[src/rtl/mesh_router_vc_pkg.sv]
`default_nettype none
// ============================================================================
//  Module   : mesh_router_vc_pkg
//  Purpose  : Shared definitions for the virtual-channel mesh router:
//             port index map, VC width helper, header field offsets and the
//             round-robin pick helper used by every output arbiter.
//  Ports    : none (package)
//  Revision : 1.0 - initial release
// ============================================================================
package mesh_router_vc_pkg;

  localparam int NUM_PORTS = 5;
  localparam int PORT_W    = 3;

  typedef logic [PORT_W-1:0] port_idx_t;

  // Port index map
  localparam port_idx_t PORT_PE    = 3'd0;
  localparam port_idx_t PORT_UP    = 3'd1;
  localparam port_idx_t PORT_DOWN  = 3'd2;
  localparam port_idx_t PORT_LEFT  = 3'd3;
  localparam port_idx_t PORT_RIGHT = 3'd4;

  typedef struct packed {
    logic      found;
    port_idx_t idx;
  } grant_t;

  // Width of the phase counter; a single-VC router still needs one bit.
  function automatic int vc_width(input int num_vc);
    return (num_vc > 1) ? $clog2(num_vc) : 1;
  endfunction

  // Header layout: destX occupies the top COORD_W bits, destY the next ones.
  function automatic int dest_x_msb(input int data_w);
    return data_w - 1;
  endfunction

  function automatic int dest_y_msb(input int data_w, input int coord_w);
    return data_w - 1 - coord_w;
  endfunction

  function automatic port_idx_t rr_next(input port_idx_t idx);
    return (idx == port_idx_t'(NUM_PORTS - 1)) ? '0 : port_idx_t'(idx + 3'd1);
  endfunction

  // Round-robin pick starting at ptr, ascending with wrap. The loop walks the
  // search order backwards so the last hit written is the first in order.
  function automatic grant_t rr_pick(input logic [NUM_PORTS-1:0] req,
                                     input port_idx_t ptr);
    grant_t    g;
    logic [3:0] sum;
    port_idx_t idx;
    g = '{found: 1'b0, idx: '0};
    for (int k = NUM_PORTS - 1; k >= 0; k--) begin
      sum = {1'b0, ptr} + 4'(k);
      idx = (sum >= 4'(NUM_PORTS)) ? 3'(sum - 4'(NUM_PORTS)) : sum[2:0];
      if (req[idx]) begin
        g.found = 1'b1;
        g.idx   = idx;
      end
    end
    return g;
  endfunction

endpackage
`default_nettype wire

[src/rtl/mesh_router_vc_fifo.sv]
`default_nettype none
// ============================================================================
//  Module   : mesh_vc_fifo
//  Purpose  : Per-(port, VC) input FIFO with synchronous active-high reset.
//             Push when full and pop when empty are ignored; a simultaneous
//             push and pop both take effect and leave the count unchanged.
//  Ports    : clk, reset        - clock / sync reset
//             push, push_data   - write strobe and data
//             pop               - remove head entry
//             head              - current head data
//             empty, full       - occupancy flags (registered count based)
//  Revision : 1.0 - initial release
// ============================================================================
module mesh_vc_fifo #(
  parameter int DATA_W     = 64,
  parameter int FIFO_DEPTH = 2
) (
  input  logic              clk,
  input  logic              reset,
  input  logic              push,
  input  logic [DATA_W-1:0] push_data,
  input  logic              pop,
  output logic [DATA_W-1:0] head,
  output logic              empty,
  output logic              full
);

  localparam int PTR_W = $clog2(FIFO_DEPTH);
  localparam int CNT_W = PTR_W + 1;

  logic [DATA_W-1:0] mem [FIFO_DEPTH];
  logic [PTR_W-1:0]  rd_ptr;
  logic [PTR_W-1:0]  wr_ptr;
  logic [CNT_W-1:0]  count;
  logic              do_push;
  logic              do_pop;

  assign empty   = (count == '0);
  assign full    = (count == CNT_W'(FIFO_DEPTH));
  assign do_push = push && !full;
  assign do_pop  = pop && !empty;
  assign head    = mem[rd_ptr];

  // Storage needs no reset: entries are only observed while count says valid.
  always_ff @(posedge clk) begin
    if (do_push) begin
      mem[wr_ptr] <= push_data;
    end
  end

  // Depth is a power of two, so the pointers wrap naturally.
  always_ff @(posedge clk) begin
    if (reset) begin
      rd_ptr <= '0;
      wr_ptr <= '0;
      count  <= '0;
    end else begin
      if (do_push) wr_ptr <= wr_ptr + PTR_W'(1);
      if (do_pop)  rd_ptr <= rd_ptr + PTR_W'(1);
      if (do_push && !do_pop)      count <= count + CNT_W'(1);
      else if (!do_push && do_pop) count <= count - CNT_W'(1);
    end
  end

endmodule
`default_nettype wire

[src/rtl/mesh_router_vc.sv]
`default_nettype none
// ============================================================================
//  Module   : mesh_router_vc
//  Purpose  : 5-port 2D-mesh router with time-multiplexed virtual channels.
//             A free-running phase selects the active VC each cycle; input
//             FIFOs per (port, VC) feed XY routing and per-(output, VC)
//             round-robin arbiters that load one-entry output buffers.
//  Ports    : clk, reset            - clock / sync active-high reset
//             phase                 - current VC phase
//             in_send/in_ready      - per-port input handshake
//             in_data               - flattened input data (port i at i*DATA_W)
//             out_send/out_ready    - per-port output handshake
//             out_data              - flattened output data
//             in_drop               - sticky per-port overflow flag
//  Revision : 1.0 - initial release
// ============================================================================
module mesh_router_vc
  import mesh_router_vc_pkg::*;
#(
  parameter  int DATA_W     = 64,
  parameter  int NUM_VC     = 2,
  parameter  int FIFO_DEPTH = 2,
  parameter  int COORD_W    = 4,
  parameter  int MY_X       = 0,
  parameter  int MY_Y       = 0,
  localparam int VC_W       = vc_width(NUM_VC)
) (
  input  logic                        clk,
  input  logic                        reset,
  output logic [VC_W-1:0]             phase,
  input  logic [NUM_PORTS-1:0]        in_send,
  output logic [NUM_PORTS-1:0]        in_ready,
  input  logic [NUM_PORTS*DATA_W-1:0] in_data,
  output logic [NUM_PORTS-1:0]        out_send,
  input  logic [NUM_PORTS-1:0]        out_ready,
  output logic [NUM_PORTS*DATA_W-1:0] out_data,
  output logic [NUM_PORTS-1:0]        in_drop
);

  localparam int                 DX_MSB = dest_x_msb(DATA_W);
  localparam int                 DY_MSB = dest_y_msb(DATA_W, COORD_W);
  localparam logic [COORD_W-1:0] MY_X_C = COORD_W'(MY_X);
  localparam logic [COORD_W-1:0] MY_Y_C = COORD_W'(MY_Y);

  // XY routing: resolve X completely before looking at Y.
  function automatic port_idx_t route(input logic [DATA_W-1:0] pkt);
    logic [COORD_W-1:0] dx;
    logic [COORD_W-1:0] dy;
    port_idx_t          res;
    dx = pkt[DX_MSB -: COORD_W];
    dy = pkt[DY_MSB -: COORD_W];
    if (dx > MY_X_C)      res = PORT_RIGHT;
    else if (dx < MY_X_C) res = PORT_LEFT;
    else if (dy > MY_Y_C) res = PORT_DOWN;
    else if (dy < MY_Y_C) res = PORT_UP;
    else                  res = PORT_PE;
    return res;
  endfunction

  // FIFO interface, one element per (port, VC)
  logic              fifo_push  [NUM_PORTS][NUM_VC];
  logic              fifo_pop   [NUM_PORTS][NUM_VC];
  logic              fifo_full  [NUM_PORTS][NUM_VC];
  logic              fifo_empty [NUM_PORTS][NUM_VC];
  logic [DATA_W-1:0] fifo_head  [NUM_PORTS][NUM_VC];

  // Output buffers and arbiter state, one per (output, VC)
  logic              ob_valid [NUM_PORTS][NUM_VC];
  logic [DATA_W-1:0] ob_data  [NUM_PORTS][NUM_VC];
  port_idx_t         rr_ptr   [NUM_PORTS][NUM_VC];

  // Active-phase views
  logic [NUM_PORTS-1:0] head_valid;
  logic [DATA_W-1:0]    head_data [NUM_PORTS];
  port_idx_t            head_dest [NUM_PORTS];
  logic [NUM_PORTS-1:0] req       [NUM_PORTS];
  grant_t               grant     [NUM_PORTS];
  logic [NUM_PORTS-1:0] load;
  logic [NUM_PORTS-1:0] popped;

  always_ff @(posedge clk) begin
    if (reset || NUM_VC == 1) phase <= '0;
    else                      phase <= phase + VC_W'(1);
  end

  for (genvar p = 0; p < NUM_PORTS; p++) begin : g_port
    for (genvar v = 0; v < NUM_VC; v++) begin : g_vc
      mesh_vc_fifo #(
        .DATA_W     (DATA_W),
        .FIFO_DEPTH (FIFO_DEPTH)
      ) u_fifo (
        .clk       (clk),
        .reset     (reset),
        .push      (fifo_push[p][v]),
        .push_data (in_data[p*DATA_W +: DATA_W]),
        .pop       (fifo_pop[p][v]),
        .head      (fifo_head[p][v]),
        .empty     (fifo_empty[p][v]),
        .full      (fifo_full[p][v])
      );
    end
  end

  // Fullness comes from the registered count, so a same-cycle pop does not
  // open space for a push.
  always_comb begin
    head_valid = '0;
    for (int p = 0; p < NUM_PORTS; p++) begin
      in_ready[p]   = !reset && !fifo_full[p][phase];
      head_valid[p] = !fifo_empty[p][phase];
      head_data[p]  = fifo_head[p][phase];
      head_dest[p]  = route(fifo_head[p][phase]);
    end
  end

  // Only heads of the active VC compete, and each head routes to exactly one
  // output, so no head can be granted twice in a cycle.
  always_comb begin
    out_send = '0;
    out_data = '0;
    load     = '0;
    for (int o = 0; o < NUM_PORTS; o++) begin
      out_send[o]                 = !reset && ob_valid[o][phase] && out_ready[o];
      out_data[o*DATA_W +: DATA_W] = ob_data[o][phase];
      req[o] = '0;
      for (int i = 0; i < NUM_PORTS; i++) begin
        req[o][i] = head_valid[i] && (head_dest[i] == port_idx_t'(o));
      end
      grant[o] = rr_pick(req[o], rr_ptr[o][phase]);
      // A buffer being drained this cycle may be refilled at the same edge.
      load[o]  = !reset && grant[o].found && (!ob_valid[o][phase] || out_send[o]);
    end
  end

  always_comb begin
    popped = '0;
    for (int o = 0; o < NUM_PORTS; o++) begin
      if (load[o]) popped[grant[o].idx] = 1'b1;
    end
    for (int p = 0; p < NUM_PORTS; p++) begin
      for (int v = 0; v < NUM_VC; v++) begin
        fifo_push[p][v] = (phase == VC_W'(v)) && in_send[p] && in_ready[p];
        fifo_pop[p][v]  = (phase == VC_W'(v)) && popped[p];
      end
    end
  end

  always_ff @(posedge clk) begin
    if (reset) begin
      for (int o = 0; o < NUM_PORTS; o++) begin
        for (int v = 0; v < NUM_VC; v++) begin
          ob_valid[o][v] <= 1'b0;
          rr_ptr[o][v]   <= '0;
        end
      end
      in_drop <= '0;
    end else begin
      for (int o = 0; o < NUM_PORTS; o++) begin
        if (load[o]) begin
          ob_valid[o][phase] <= 1'b1;
          ob_data[o][phase]  <= head_data[grant[o].idx];
          rr_ptr[o][phase]   <= rr_next(grant[o].idx);
        end else if (out_send[o]) begin
          ob_valid[o][phase] <= 1'b0;
        end
      end
      in_drop <= in_drop | (in_send & ~in_ready);
    end
  end

endmodule
`default_nettype wire
[config.mk]
export PLATFORM = sky130hd
export DESIGN_NAME = mesh_router_vc
export DESIGN_NICKNAME = d
export VERILOG_FILES = /design/src/rtl/mesh_router_vc_pkg.sv /design/src/rtl/mesh_router_vc_fifo.sv /design/src/rtl/mesh_router_vc.sv
export SDC_FILE = /design/constraint.sdc
export NUM_CORES = 2
export LEC_CHECK = 0
export BUFFER_PORTS_ARGS = -buffer_cell sky130_fd_sc_hd__clkbuf_2
export CAP_MARGIN = 20
export CORE_MARGIN = 3
export CORE_UTILIZATION = 30
export DETAILED_ROUTE_END_ITERATION = 6
export SETUP_SLACK_MARGIN = 0.4
export SLEW_MARGIN = 10
export SYNTH_ARGS = -nofsm -noshare
export SYNTH_HDL_FRONTEND = slang
export SYNTH_SLANG_ARGS = --single-unit
[constraint.sdc]
create_clock -name clk -period 9.35 [get_ports clk]
set_clock_uncertainty 0.1 [all_clocks]
set_input_delay 0.935 -clock clk [delete_from_list [all_inputs] [get_ports clk]]
set_output_delay 0.935 -clock clk [all_outputs]
set_load 0.01 [all_outputs]
==> metrics.md <==
| Metric | Value |
|---|---|
| Status | finished with violations |
| Failing checks | DRC |
| LEAKAGE | 30.7 nW |
| Number of synthesized flops with an enable pin | 1692 |
| Clk slew on worst S/H paths | 60 ps |
| Core ar. | 0.260 mm^2 |
| Crit path max-delay family | compound AO/OA/AOI/OAI gates |
| GRT Residual Overflow | 0 |
| Buffers on Ports | 539 |
| Post-layout min period | 7870 ps |
| Clock share of power | 26.9% |
| Die X-Extent | 519 um |
| Critical Path Most Common Cell | ha_1 |
| Main synth FF type | edfxtp_1 |
| Rows | 187 |
| Fin Setup TNS | 0 ps |
| DRC | 1 |
| GRT Util Overall | 20.4% |
| Unrepaired setup endpoints after global routing | false |
| Pint | 17.8 mW |
| Commonest non-fill, non-tap cell in the layout | edfxtp_1 |
| Global-route wire length before repair | 392 mm |
| Via count | 52400 |
| Clock sink count | 1748 |
| Clock tree buffer depth | 3 |
| DRT Wirelength | 284 mm |
| Critical path's slowest cell | clkinv_2 |
| Slew Limit Fails | 0 |
| Ranking of synthesized cells by area | edfxtp_1 64%, mux2_2 7.1%, mux2i_1 6.2%, a21oi_1 3.0%, nor2_1 1.9% |
| Critical Path RT | 10020 ps |
| Starting DRT DRC Count | 6048 |
| Asr flop ratio synth | 0% |
| Maxcap violations | 0 |
| Seq cells post-synth | 1748 |
| Final setup margin | 1480 ps |
| Synthesized instance count | 5710 |
| Ys Warns | 0 |
| Vias per cell | 5.29 |
| Clk Latency, worst-skew pair | 880 ps |
| Area Overhead vs Synth | 16.3% |
| Hold worst-path end | g_port[1].g_vc[1].u_fifo.mem[0][51] |
| Switch Pwr | 10.1 mW |
| Worst Path Buf+Inv | 3 |
| Netlist cell types | 96 |
| Hold Crit Depth | 1 |
| Fmax achieved | 127 MHz |
| Setup CP Type | reg -> reg |
| Kind of start point of the critical path | flop |
| Hold path startpoint | in_data[115] |
| Htree depth | 4 |
| CTS Buf Count | 190 |
| Final period utilization | 84.2% |
| Gpl congestion | 0.867 |
| Switch share | 36.3% |
| Final #Nets | 6577 |
| Crit path arrival time | 8540 ps |
| CP Capture Type | flop |
| Post-CTS Setup Inserts | 0 |
| Total Die Area | 0.269 mm^2 |
| Slew of the pin with the lowest slew margin | 1320 ps |
| Post-DR wirelength/cell | 28.7 um |
| Antenna violations before repair | 139 |
| Hold Path Class | in -> reg |
| Relative slew slack | 11.2% |
| Place WS | 1680 ps |
| Post-CTS Resized | 0 |
| Largest net degree at the start of global routing | 123 |
| Post-CTS Hold Fix Bufs | 0 |
| Worst R2R Start | phase |
| Reg-to-reg endpoint | g_port[1].g_vc[1].u_fifo.count[1] |
| Layout cells sized above 1 | 24.0% |
| Antenna Nets Post-Route | 0 |
| Max FO, Critical Path | 48 |
| Post-synthesis instance area | 0.0788 mm^2 |
| Syn_area_per_cell | 13.8 um^2 |
| FF-to-FF path depth | 17 |
| Hold Fails Final Rpt | 0 |
| Cell Chain, Critical Path | buf_4 -> mux2i_4 -> inv_1 -> ha_1 -> a221oi_2 -> mux2i_1 -> nand2_1 -> o32ai_1 -> nor2_1 -> o311a_1 -> a21oi_4 -> clkinv_2 -> a211oi_2 -> o31ai_2 -> ha_1 -> or3_1 -> a21oi_1 |
| Initial Util | 30.3% |
| Area share of the largest cell type after synthesis | 64.5% |
| Largest stage delay, worst path | 890 ps |
| Clock Tree Root | clkbuf_16 |
| Ports | 668 |
| Sequential Power Share | 37.6% |
| Die Span Y | 519 um |
| Most frequent cells in the layout | 1692 x edfxtp_1, 539 x clkbuf_2, 494 x mux2_2 |
| Detailed placement HPWL | 194 mm |
| CTS tree | built |
| Cell taking the most area after synthesis | edfxtp_1 |
| DR pass1 iterations | 7 |
| Flop-to-flop setup slack | 1480 ps |
| Final setup viols | 0 |
| Peak VDD IR | 709 uV |
| Comb pwr share | 35.4% |
| Post-synthesis sequential area ratio | 65.9% |
| Number of global-route vias before repair | 50400 |
| Power per standard cell area | 304 mW/mm^2 |
-- final cells by class --
class                           count  area [um^2]
Inverter                           56          234
Antenna cell                       53          133
Timing Repair Buffer              659         3650
Clock buffer                      238         4980
Tap cell                         3496         4370
Clock inverter                    108         1260
Sequential cell                  1748        52000
Multi-Input combinational cell   3550        25000
Fill cell                       25100       169000
-- through the flow --
step | hold WS (ps) | utilization [%] | instances | total power, mW | cell area [um^2]
after detailed placement | 339 | 32.7 | 9509 | 20.4 | 85300
after CTS | 91.8 | 35.1 | 9855 | 27.9 | 91500
after global placement | 332 | 32.7 | 9509 | 20.2 | 85300
after global routing | 134 | 35.2 | 9879 | 28.9 | 91600
after floorplan | 333 | - | 5841 | 16.6 | 79300
final | 190 | 35.2 | 9908 | 27.9 | 91600
-- cell families (layout without fill, tap and decap cells) --
kind of cell,count (synthesis),in the layout,synth area share (%)
xor gates and xnor gates,41,41,0.456
muxes,989,989,13.5
DFF,1748,1748,65.9
other,1,185,0.00476
buffers and inverters,543,1061,3.35
and+or+nand+nor,1285,1285,7.53
adders and majority gates,40,40,0.635
AOI/OAI and AO/OA,1063,1063,8.69
-- cells in the mapped netlist (40+ instances only) --
cell type / count
a211oi_1: 100
a21oi_1: 473
a22oi_1: 65
buf_1: 42
buf_2: 59
buf_4: 133
clkbuf_1: 249
dfxtp_1: 56
edfxtp_1: 1692
ha_1: 40
inv_1: 47
mux2_2: 494
mux2i_1: 486
nand2_1: 324
nor2_1: 396
nor2b_1: 96
nor3_1: 252
o21ai_0: 75
o221ai_1: 57
o22ai_1: 67
o31ai_1: 60
-- metal layers --
metal / track usage (%) / part of all wire, %
met5: 0 / 0.16
met4: 8.14 / 4.0
met3: 5.18 / 9.4
met2: 32.5 / 46
met1: 26.5 / 40
-- worst max path at each step --
stage,depth (start not counted),to,startpoint
5_1_grt,17,g_port[1].g_vc[1].u_fifo.count[1],phase
3_5_place_dp,17,g_port[1].g_vc[1].u_fifo.count[1],phase
4_1_cts,17,g_port[1].g_vc[1].u_fifo.count[1],phase
3_3_place_gp,17,g_port[1].g_vc[1].u_fifo.count[1],phase
2_1_floorplan,15,ob_data[0][100],phase
6_report,17,g_port[1].g_vc[1].u_fifo.count[1],phase
-- power groups by stage --
stage               combinational [mW]  sequential, mW  clock, mW
floorplan                         6.23            10.4          0
global placement                  9.54            10.6          0
detailed placement                9.72            10.7          0
CTS                               9.77            10.5       7.66
global route                      10.4            10.5       7.96
finish                            9.89            10.5       7.51
-- flip-flops by register name, summed over array words and instances, names as in the netlist, named ones only --
signal / flops
g_port.g_vc.u_fifo.wr_ptr: 10
rr_ptr: 18
ob_data: 384
in_drop: 5
g_port.g_vc.u_fifo.mem: 1280
phase: 1
g_port.g_vc.u_fifo.count: 20
ob_valid: 10
g_port.g_vc.u_fifo.rd_ptr: 10
No activity file was read; power rests on OpenSTA's default activity.
